**src/rtl/ahbmtx_pkg.sv**
```systemverilog
// ----------------------------------------------------------------------------
// ahbmtx_pkg
// Shared definitions for the L1 AHB matrix: HTRANS and HBURST encodings,
// the input-stage FSM state type and a burst-length helper.
// No ports (package).
// ----------------------------------------------------------------------------
package ahbmtx_pkg;

   // HTRANS encodings
   localparam logic [1:0] HTRANS_IDLE   = 2'b00;
   localparam logic [1:0] HTRANS_BUSY   = 2'b01;
   localparam logic [1:0] HTRANS_NONSEQ = 2'b10;
   localparam logic [1:0] HTRANS_SEQ    = 2'b11;

   // HBURST encodings
   localparam logic [2:0] HBURST_SINGLE = 3'b000;
   localparam logic [2:0] HBURST_INCR   = 3'b001;
   localparam logic [2:0] HBURST_WRAP4  = 3'b010;
   localparam logic [2:0] HBURST_INCR4  = 3'b011;
   localparam logic [2:0] HBURST_WRAP8  = 3'b100;
   localparam logic [2:0] HBURST_INCR8  = 3'b101;
   localparam logic [2:0] HBURST_WRAP16 = 3'b110;
   localparam logic [2:0] HBURST_INCR16 = 3'b111;

   // Input-stage FSM states
   typedef enum logic {
      ST_PASS = 1'b0,
      ST_HOLD = 1'b1
   } in_stg_state_e;

   // Number of beats remaining after the first one (undefined-length INCR and
   // SINGLE have no tracked remainder).
   function automatic logic [4:0] burst_len_m1(input logic [2:0] hburst);
      logic [4:0] len;
      case (hburst)
         HBURST_WRAP4,  HBURST_INCR4:  len = 5'd3;
         HBURST_WRAP8,  HBURST_INCR8:  len = 5'd7;
         HBURST_WRAP16, HBURST_INCR16: len = 5'd15;
         default:                      len = 5'd0;
      endcase
      return len;
   endfunction

endpackage

```
**src/rtl/ahbmtx_l1_in_stg_burst_trk.sv**
```systemverilog
// ----------------------------------------------------------------------------
// ahbmtx_l1_in_stg_burst_trk
// Tracks the remaining beats of the current master burst and the rebase flag
// that marks a burst whose interrupted beat was replayed as NONSEQ/INCR.
// Ports:
//   clk, rst     clock, asynchronous active-high reset
//   acc          a beat was accepted by the slave bus this cycle
//   acc_trans    original (master) HTRANS of the accepted beat
//   acc_burst    original (master) HBURST of the accepted beat
//   idle_seen    master presented an IDLE beat to this port
//   set_rebase   a SEQ beat is being captured for rebased replay
//   rebase       flag: later SEQ beats of this burst are driven as INCR
// ----------------------------------------------------------------------------
module ahbmtx_l1_in_stg_burst_trk
   import ahbmtx_pkg::*;
(
   input  logic       clk,
   input  logic       rst,
   input  logic       acc,
   input  logic [1:0] acc_trans,
   input  logic [2:0] acc_burst,
   input  logic       idle_seen,
   input  logic       set_rebase,
   output logic       rebase
);

   logic [4:0] beat_cnt;
   logic [4:0] beat_cnt_nxt;
   logic       rebase_nxt;

   // Next beat count and rebase flag
   always_comb begin
      beat_cnt_nxt = beat_cnt;
      rebase_nxt   = rebase;
      if (set_rebase) begin
         rebase_nxt = 1'b1;
      end else if (idle_seen) begin
         rebase_nxt = 1'b0;
      end else if (acc) begin
         if (acc_trans == HTRANS_NONSEQ) begin
            beat_cnt_nxt = burst_len_m1(acc_burst);
            rebase_nxt   = 1'b0;
         end else if (acc_trans == HTRANS_SEQ) begin
            // saturate at zero; undefined-length INCR stays at zero
            if (beat_cnt != 5'd0) begin
               beat_cnt_nxt = beat_cnt - 5'd1;
            end else begin
               beat_cnt_nxt = 5'd0;
            end
            // the beat that brings the count to zero ends the rebased burst
            if (beat_cnt <= 5'd1) begin
               rebase_nxt = 1'b0;
            end else begin
               rebase_nxt = rebase;
            end
         end else begin
            beat_cnt_nxt = beat_cnt;
         end
      end else begin
         beat_cnt_nxt = beat_cnt;
      end
   end

   // Beat count and rebase registers
   always_ff @(posedge clk or posedge rst) begin
      if (rst) begin
         beat_cnt <= 5'd0;
         rebase   <= 1'b0;
      end else begin
         beat_cnt <= beat_cnt_nxt;
         rebase   <= rebase_nxt;
      end
   end

endmodule

```
**src/rtl/ahbmtx_l1_in_stg.sv**
```systemverilog
// ----------------------------------------------------------------------------
// ahbmtx_l1_in_stg
// Per-master input stage of the L1 AHB matrix. Passes the master address
// phase straight through when the arbiter grants it; otherwise captures it,
// stalls the master via hold_readyout and replays it once granted. Held SEQ
// beats are optionally rebased to NONSEQ/INCR so the slave sees a legal burst.
// Ports:
//   HCLK, HRESET        clock, asynchronous active-high reset
//   HSELS..HMASTLOCKS   master-side address phase
//   HREADYS             HREADY as seen by the master
//   grant               arbiter has selected this port
//   HREADYM             HREADY on the shared slave bus
//   req_port            request toward the output arbiter
//   HSELM..HMASTLOCKM   address phase presented to the arbiter mux
//   hold_readyout       low while a transfer is held (ANDed into HREADYOUT)
// ----------------------------------------------------------------------------
module ahbmtx_l1_in_stg
   import ahbmtx_pkg::*;
#(
   parameter int ADDR_W    = 32,
   parameter bit REBASE_EN = 1'b1
)
(
   input  logic              HCLK,
   input  logic              HRESET,
   input  logic              HSELS,
   input  logic [ADDR_W-1:0] HADDRS,
   input  logic [1:0]        HTRANSS,
   input  logic              HWRITES,
   input  logic [2:0]        HSIZES,
   input  logic [2:0]        HBURSTS,
   input  logic [3:0]        HPROTS,
   input  logic              HMASTLOCKS,
   input  logic              HREADYS,
   input  logic              grant,
   input  logic              HREADYM,
   output logic              req_port,
   output logic              HSELM,
   output logic [ADDR_W-1:0] HADDRM,
   output logic [1:0]        HTRANSM,
   output logic              HWRITEM,
   output logic [2:0]        HSIZEM,
   output logic [2:0]        HBURSTM,
   output logic [3:0]        HPROTM,
   output logic              HMASTLOCKM,
   output logic              hold_readyout
);

   in_stg_state_e     state;
   in_stg_state_e     state_nxt;

   logic              h_sel;
   logic [ADDR_W-1:0] h_addr;
   logic [1:0]        h_trans;
   logic              h_write;
   logic [2:0]        h_size;
   logic [2:0]        h_burst;
   logic [3:0]        h_prot;
   logic              h_lock;

   logic              valid;
   logic              capture;
   logic              pass_acc;
   logic              hold_acc;
   logic              rebase;

   // BUSY and IDLE have bit 1 clear, so they are never held
   assign valid    = HSELS & HTRANSS[1] & HREADYS;
   assign pass_acc = (state == ST_PASS) & valid & grant & HREADYM;
   assign capture  = (state == ST_PASS) & valid & ~(grant & HREADYM);
   assign hold_acc = (state == ST_HOLD) & grant & HREADYM;

   // FSM next state
   always_comb begin
      state_nxt = state;
      case (state)
         ST_PASS: begin
            if (capture) begin
               state_nxt = ST_HOLD;
            end else begin
               state_nxt = ST_PASS;
            end
         end
         ST_HOLD: begin
            if (hold_acc) begin
               state_nxt = ST_PASS;
            end else begin
               state_nxt = ST_HOLD;
            end
         end
         default: state_nxt = ST_PASS;
      endcase
   end

   // FSM state register
   always_ff @(posedge HCLK or posedge HRESET) begin
      if (HRESET) begin
         state <= ST_PASS;
      end else begin
         state <= state_nxt;
      end
   end

   // Held address-phase registers, loaded when a transfer cannot issue
   always_ff @(posedge HCLK or posedge HRESET) begin
      if (HRESET) begin
         h_sel   <= 1'b0;
         h_addr  <= '0;
         h_trans <= HTRANS_IDLE;
         h_write <= 1'b0;
         h_size  <= 3'b000;
         h_burst <= HBURST_SINGLE;
         h_prot  <= 4'b0000;
         h_lock  <= 1'b0;
      end else if (capture) begin
         h_sel   <= HSELS;
         h_addr  <= HADDRS;
         h_trans <= HTRANSS;
         h_write <= HWRITES;
         h_size  <= HSIZES;
         h_burst <= HBURSTS;
         h_prot  <= HPROTS;
         h_lock  <= HMASTLOCKS;
      end else begin
         h_sel   <= h_sel;
         h_addr  <= h_addr;
         h_trans <= h_trans;
         h_write <= h_write;
         h_size  <= h_size;
         h_burst <= h_burst;
         h_prot  <= h_prot;
         h_lock  <= h_lock;
      end
   end

   // The tracker always sees the master's original HTRANS/HBURST, not the
   // rebased values, so beat counting follows the real burst.
   ahbmtx_l1_in_stg_burst_trk u_trk (
      .clk        (HCLK),
      .rst        (HRESET),
      .acc        (pass_acc | hold_acc),
      .acc_trans  ((state == ST_HOLD) ? h_trans : HTRANSS),
      .acc_burst  ((state == ST_HOLD) ? h_burst : HBURSTS),
      .idle_seen  ((state == ST_PASS) & HSELS & HREADYS & (HTRANSS == HTRANS_IDLE)),
      .set_rebase (capture & REBASE_EN & (HTRANSS == HTRANS_SEQ)),
      .rebase     (rebase)
   );

   // Output mux: live inputs in PASS, held copy in HOLD, safe idle in reset
   always_comb begin
      HSELM         = HSELS;
      HADDRM        = HADDRS;
      HTRANSM       = HTRANSS;
      HWRITEM       = HWRITES;
      HSIZEM        = HSIZES;
      HBURSTM       = HBURSTS;
      HPROTM        = HPROTS;
      HMASTLOCKM    = HMASTLOCKS;
      req_port      = 1'b0;
      hold_readyout = 1'b1;
      case (state)
         ST_PASS: begin
            if (REBASE_EN && rebase && (HTRANSS == HTRANS_SEQ)) begin
               HBURSTM = HBURST_INCR;
            end else begin
               HBURSTM = HBURSTS;
            end
            // a locked master keeps the port even across IDLE beats
            req_port      = valid | (HSELS & HMASTLOCKS);
            hold_readyout = 1'b1;
         end
         ST_HOLD: begin
            HSELM      = h_sel;
            HADDRM     = h_addr;
            HWRITEM    = h_write;
            HSIZEM     = h_size;
            HPROTM     = h_prot;
            HMASTLOCKM = h_lock;
            if (REBASE_EN && (h_trans == HTRANS_SEQ)) begin
               HTRANSM = HTRANS_NONSEQ;
               HBURSTM = HBURST_INCR;
            end else begin
               HTRANSM = h_trans;
               HBURSTM = h_burst;
            end
            req_port      = 1'b1;
            hold_readyout = 1'b0;
         end
         default: begin
            HSELM         = 1'b0;
            HTRANSM       = HTRANS_IDLE;
            HMASTLOCKM    = 1'b0;
            req_port      = 1'b0;
            hold_readyout = 1'b1;
         end
      endcase
      // present a clean idle bus for as long as reset is asserted
      if (HRESET) begin
         HSELM         = 1'b0;
         HTRANSM       = HTRANS_IDLE;
         HMASTLOCKM    = 1'b0;
         req_port      = 1'b0;
         hold_readyout = 1'b1;
      end else begin
         hold_readyout = hold_readyout;
      end
   end

endmodule

```
**config.mk**
```make
export PLATFORM = sky130hd
export DESIGN_NAME = ahbmtx_l1_in_stg
export DESIGN_NICKNAME = d
export VERILOG_FILES = /design/src/rtl/ahbmtx_pkg.sv /design/src/rtl/ahbmtx_l1_in_stg_burst_trk.sv /design/src/rtl/ahbmtx_l1_in_stg.sv
export SDC_FILE = /design/constraint.sdc
export NUM_CORES = 1
export LEC_CHECK = 0
export ABC_AREA = 1
export CORE_UTILIZATION = 45
export CTS_CLUSTER_SIZE = 20
export DETAILED_ROUTE_END_ITERATION = 10
export PLACE_DENSITY_LB_ADDON = 0.2
export SYNTH_ARGS = -nofsm -noshare
export SYNTH_HDL_FRONTEND = slang
export SYNTH_SLANG_ARGS = --single-unit
```
**constraint.sdc**
```tcl
create_clock -name HCLK -period 3.31 [get_ports HCLK]
set_input_delay 0.8275 -clock HCLK [delete_from_list [all_inputs] [get_ports HCLK]]
set_output_delay 0.8275 -clock HCLK [all_outputs]
set_load 0.01 [all_outputs]
```
==> summary.md, run 1 <==
| Metric | Value |
|---|---|
| Run status | `completed` |
| TritonCTS clock tree | `done` |
| Multi-input gate area | `1250 sq um` |
| Leakage | `1.98 nW` |
| Hold Path Cell Cnt | `2` |
| Maximum vdd ir drop | `0.273 mV` |
| Setup Skew | `8.05 ps` |
| Crit end category | `output pin` |
| Worst path slowest cell | `clkdlybuf4s50_1` |
| Netlist cell types | `28` |
| I/O Pins | `101` |
| 1st-pass router iterations | `4` |
| Post-DP Area | `3980 sq um` |
| Filler Cell Count | `538` |
| Critical Path AT | `2450 ps` |
| WL final | `6.40 mm` |
| Port Buffer Count | `100` |
| RSZ-0062 raised after global routing | `no` |
| Area leader, netlist | `dfrtp_1` |
| Crit path required time | `2480 ps` |
| Post-synth top area share | `45.7%` |
| DR WL/cell | `11.3 microns` |
| Worst slew margin | `61.1%` |
| Share of layout cells above drive strength 1 | `7.14%` |
| Post-Synthesis Cells | `397` |
| Max Cap Viol | `0` |
| Global-route wire length before repair | `10.9 mm` |
| Post-route ant nets | `0` |
| Minimum clock period | `3270 ps` |
| Crit share post-route | `98.9%` |
| Gr usage total | `18.9%` |
| Setup-failing EPs final | `0` |
| Slew @ Worst Pin | `583 ps` |
| HP Class | `register to register` |
| Yosys reg bits | `54` |
| Async set-reset flop share out of synthesis | `100%` |
| Critical Path Fanout Max | `4` |
| Area Growth Syn to Fin | `37.8%` |
| Vias/cell | `4.85` |
| Largest cells by area after synthesis | `dfrtp_1 (46%), nand2_1 (17%), o21ai_0 (7.8%), inv_1 (7.2%), o21ai_1 (5.2%)` |
| Number of global-route vias before repair | `2492` |
| Final RePlAce weighted congestion | `0.849` |
| EDFF count, synth | `0` |
| CP cell instances | `clkdlybuf4s50_1 -> inv_1 -> nor2_1 -> nor2_1 -> a211oi_1 -> clkdlybuf4s50_1` |
| Storage element area | `1350 sq um` |
| Crit path kind | `input pin to output pin` |
| Initial antenna violation count | `0` |
| Hold_buf cts | `0` |
| Post-DP HPWL | `4.73 mm` |
| Count leader, synth | `nand2_1` |
| Crit path launch type | `input pin` |
| TNS Setup | `0 ps` |
| Die height | `83.1 microns` |
| Buf+Inv Stages, Crit Path | `3` |
| CP Depth | `6` |
| Sink Count | `54` |
| Fin util | `64.2%` |
| Yosys Warn Count | `0` |
| CP peak stage delay | `600 ps` |
| Seq/Total Area, Yosys | `45.7%` |
| DRC violations left | `0` |
| Largest net degree at the start of global routing | `59` |
| Root Buffer | `clkbuf_8` |
| Average cell area after synthesis | `7.45 sq um` |
| Most used DFF post-synth | `dfrtp_1` |
| Die area | `6900 sq um` |
| Cells on worst reg2reg path | `7` |
| Overflow after GRT | `0` |
| Nets | `544` |
| Max-slew violation count | `0` |
| Max Freq | `305 MHz` |
| Clk pin slew, worst setup/hold paths | `80 ps` |
| Power Dens Cells | `518 nW/um^2` |
| Fin. Hold Viols | `0` |
| Clock Tree Buf Depth | `2` |
| H-tree depth | `2` |
| Cell Rows | `29` |
| Die width | `83.1 microns` |
| Placeable core area | `6350 sq um` |
| Mapped Area | `2960 sq um` |
| CP delay by family, top | `buffers and inverters` |
| Worst-Skew Late Latency | `300 ps` |
| Syn nets | `452` |
| Vias | `2752` |
| Commonest cells post-synth | `nand2_1 (134), inv_1 (57), dfrtp_1 (54)` |
| TritonCTS Buffers | `5` |
| Post-cts resize count | `0` |
| Setup Buffers After CTS | `0` |
| Initial core utilization | `46.6%` |
| Final Instance Area | `4080 sq um` |
| Initial DRC Count | `112` |
| # diodes | `0` |
[through the flow]
step                worst slack, ps  power (mW)  hold slack [ps]  cells
floorplan                       362        1.43              419    397
global placement                194        1.73              439    559
detailed placement             93.9        1.76              442    559
CTS                            91.9        2.13              463    567
global route                   44.3        2.27              496    567
finish                         35.5        2.11              466    567
[final cells by class]
class | count | share of cell area (%)
tap | 77 | 2.36
clock inverter | 1 | 0.123
multi-input combinational | 263 | 30.7
sequential | 54 | 33.2
clock buffer | 7 | 2.12
inverter | 60 | 5.68
timing repair buffer | 105 | 25.8
[state kept, by name, indices dropped and copies added (netlist names)]
register	cells
h_addr	32
u_trk.beat_cnt	5
h_prot	4
h_burst	3
h_size	3
h_trans	2
h_lock	1
h_sel	1
h_write	1
state	1
u_trk.rebase	1
[cell usage in the layout, fill, tap and decap left out, types with 5 or more instances in the layout]
cell type,Yosys,final
clkbuf_8,0,6
clkdlybuf4s50_1,0,100
dfrtp_1,54,53
inv_1,57,56
nand2_1,134,134
nand3_1,15,15
nor2_1,5,5
o21ai_0,46,46
o21ai_1,31,31
o21ai_2,11,11
[worst paths after layout]
check | to | startpoint | slack (ps)
worst max-delay path | HTRANSM[0] | HTRANSS[0] | 40
min in group asynchronous | h_prot[3] | HRESET | 1050
max in group asynchronous | state | HRESET | 1760
worst min-delay path | h_sel | h_sel | 470
worst min register to register | h_sel | h_sel | 470
worst max register to register | h_addr[10] | state | 1480
[logic make-up (layout without fill, tap and decap cells)]
| kind of cell | after synthesis | in the layout | share of synthesized area [%] |
|---|---|---|---|
| and+or+nand+nor | 163 | 163 | 22.8 |
| AOI/OAI and AO/OA | 96 | 96 | 18.0 |
| buffers and inverters | 80 | 173 | 12.0 |
| DFF | 54 | 54 | 45.7 |
| adders and majority gates | 3 | 3 | 1.27 |
| xor gates and xnor gates | 1 | 1 | 0.296 |
[per-layer routing]
layer	routed length (microns)	share of wire, %	vias up	track usage, %
li1	-	-	1428	-
met1	2920	46	1234	23.6
met2	2900	45	83	31.5
met3	507	7.9	7	6.16
met4	74	1.2	0	5.17
met5	0	0	-	0
[worst min-delay path, cell delays in order, from the launching register on]
cell	delay [ps]
dfrtp_1	330
inv_1	50
nand2_1	60
[report_power, final]
group	switching [mW]	internal, mW	total [mW]
Combinational	0.398	0.398	0.796
Sequential	0.118	0.827	0.946
Clock	0.198	0.169	0.367
Total	0.715	1.39	2.11
Power figures use the tool's default switching activity.
==> run 2: changes to the inputs <==
- CORE_ASPECT_RATIO: default -> 1.1
==> run 2 against run 1 <==
Net effect:
- routed wire length is 1.3% higher
- clock power is 5.7% higher
- non-clock buffer count is 1 higher
- sequential power hardly changed
- worst hold slack worse by 13 ps
- largest cell class unchanged
- total power is 1.3% higher
- global-route usage is 1.8 points higher
- die area hardly changed
- largest power group unchanged
- highest routed layer unchanged
- critical path depth is 1 lower
- sequential cell count stayed put
- clock-buffer cell count is 1 lower
- first-iteration DRC count is 31% higher
==> summary.md, run 2 (synthesis gave the netlist of run 1 again) <==
| Metric | Value |
|---|---|
| Clk pin slew, worst setup/hold paths | `90 ps (about the same)` |
| TritonCTS clock tree | `done` |
| Global-route wire length before repair | `11.4 mm (+3.9%)` |
| TNS Setup | `0 ps (unchanged)` |
| Final RePlAce weighted congestion | `0.871 (+2.6%)` |
| H-tree depth | `2 (unchanged)` |
| Area Growth Syn to Fin | `38.4%` |
| Gr usage total | `20.7% (+1.8 points)` |
| Placeable core area | `6270 sq um (-1.3%)` |
| Initial core utilization | `47.2% (+0.60 points)` |
| WL final | `6.48 mm (+1.3%)` |
| Final setup margin | `135 ps (+99.1 ps)` |
| Root Buffer | `clkbuf_8` |
| Initial DRC Count | `147 (+31%)` |
| Met1 WL | `2.89 mm (-0.75%)` |
| Die area | `6900 sq um (about the same)` |
| Storage element area | `1350 sq um (unchanged)` |
| Multi-input gate area | `1250 sq um (unchanged)` |
| Max-slew violation count | `0 (unchanged)` |
| Share of layout cells above drive strength 1 | `7.54% (+0.39 points)` |
| Number of global-route vias before repair | `2582 (+3.6%)` |
| Sink Count | `54 (unchanged)` |
| Final Power | `2.14 mW (+1.3%)` |
| Leading cell type in the layout, fill and taps excluded | `nand2_1` |
| Vias/cell | `4.81 (-0.92%)` |
| Die width | `79.3 microns (-4.5%)` |
| Slew @ Worst Pin | `718 ps (+135 ps)` |
| Port Buffer Count | `100 (unchanged)` |
| Vias | `2746 (-0.22%)` |
| Filler Cell Count | `544 (+1.1%)` |
| Setup Skew | `7.83 ps (-0.224 ps)` |
| I/O Pins | `101 (unchanged)` |
| Largest reg by FF count | `h_addr` |
| Post-cts resize count | `0 (unchanged)` |
| Max Freq | `315 MHz (+3.1%)` |
| Largest register FFs | `32 (unchanged)` |
| Leakage | `1.98 nW (+0.22%)` |
| Worst-Skew Late Latency | `310 ps (about the same)` |
| Crit path launch type | `input pin` |
| Post-DP HPWL | `4.81 mm (+1.7%)` |
| RSZ-0062 raised after global routing | `no` |
| Hold_buf cts | `0 (unchanged)` |
| TritonCTS Buffers | `5 (unchanged)` |
| Cells on worst reg2reg path | `7 (unchanged)` |
| Post-route ant nets | `0 (unchanged)` |
| HP Class | `register to register` |
| Clock Tree Buf Depth | `2 (unchanged)` |
| Met2 Routed Length | `3.08 mm (+6.1%)` |
| Fin. Hold Viols | `0 (unchanged)` |
| Fin util | `65.3% (+1.1 points)` |
| Crit end category | `output pin` |
| Power Dens Cells | `522 nW/um^2 (+0.84%)` |
| Die height | `87.0 microns (+4.8%)` |
| Overflow after GRT | `0 (unchanged)` |
| Critical Path Fanout Max | `6 (+2)` |
| Run status | `completed` |
| DR WL/cell | `11.4 microns (+0.59%)` |
| Most frequent cells in the layout | `nand2_1 (134), clkdlybuf4s50_1 (100), inv_1 (56), dfrtp_1 (53), o21ai_0 (46)` |
| Initial antenna violation count | `0 (unchanged)` |
| Max Cap Viol | `0 (unchanged)` |
| Pre-CTS worst setup slack | `132 ps (+38.1 ps)` |
| Hold Path Cell Cnt | `2 (unchanged)` |
| Setup Buffers After CTS | `0 (unchanged)` |
| Crit path required time | `2480 ps (about the same)` |
| Worst slew margin | `52.1% (-9.0 points)` |
| Biggest regs | `h_addr x32, u_trk.beat_cnt x5, h_prot x4` |
| Crit share post-route | `95.9% (-3.0 points)` |
| DRC violations left | `0 (unchanged)` |
| Nets | `545 (+0.18%)` |
| Post-Layout Cell Count | `571 (+0.71%)` |
| 1st-pass router iterations | `4 (unchanged)` |
| Highest metal used | `met4` |
| Crit path kind | `input pin to output pin` |
| Largest net degree at the start of global routing | `62 (+5.1%)` |
| Critical Path AT | `2350 ps (-100 ps)` |
| Setup-failing EPs final | `0 (unchanged)` |
| Placed Cells | `563 (+0.72%)` |
| Cell Rows | `30 (+3.4%)` |
| Maximum vdd ir drop | `0.277 mV (+1.6%)` |
| WL met3 | `419 microns (-17%)` |
| # diodes | `0 (unchanged)` |
| Minimum clock period | `3180 ps (-99.1 ps)` |
-- run 2: path summary, 6_finish.rpt --
kind | to | slack, ps | start
worst max-delay path | HSELM | 130 | HRESET
worst min-delay path | h_sel | 450 | h_sel
worst max register to register | h_addr[15] | 1270 | state
worst min register to register | h_sel | 450 | h_sel
max in group asynchronous | h_prot[2] | 1890 | HRESET
min in group asynchronous | h_addr[31] | 1030 | HRESET
-- run 2: critical path, stage by stage --
cell and delay [ps]:
clkdlybuf4s50_1 500, clkinvlp_4 170, nand2_1 90, o21ai_0 200, clkdlybuf4s50_1 560
-- run 2: layout make-up --
cell class              count  area share, %
inverters                  60           5.65
flip-flops and latches     54           33.0
well taps                  80           2.44
clock buffers               6           2.02
clock inverters             2          0.397
repair buffers            106           25.9
multi-input cells         263           30.6
-- run 2: per-stage QoR --
step | hold slack (ps) | area, sq um
6_report | 453 | 4090
5_1_grt | 516 | 4090
4_1_cts | 457 | 4090
3_5_place_dp | 434 | 4000
3_3_place_gp | 431 | 4000
2_1_floorplan | 419 | 2960
-- run 2: power breakdown --
group | internal (mW) | switching (mW) | leakage, nW
combinational | 0.399 | 0.404 | 1.26
clock | 0.173 | 0.216 | 0.0478
sequential | 0.827 | 0.119 | 0.671
-- run 2: layer usage --
metal,vias to the layer above,GRT usage [%]
met4,0,6.12
met3,7,5.45
met2,85,35.9
li1,1427,-
met1,1227,25.2
met5,-,0
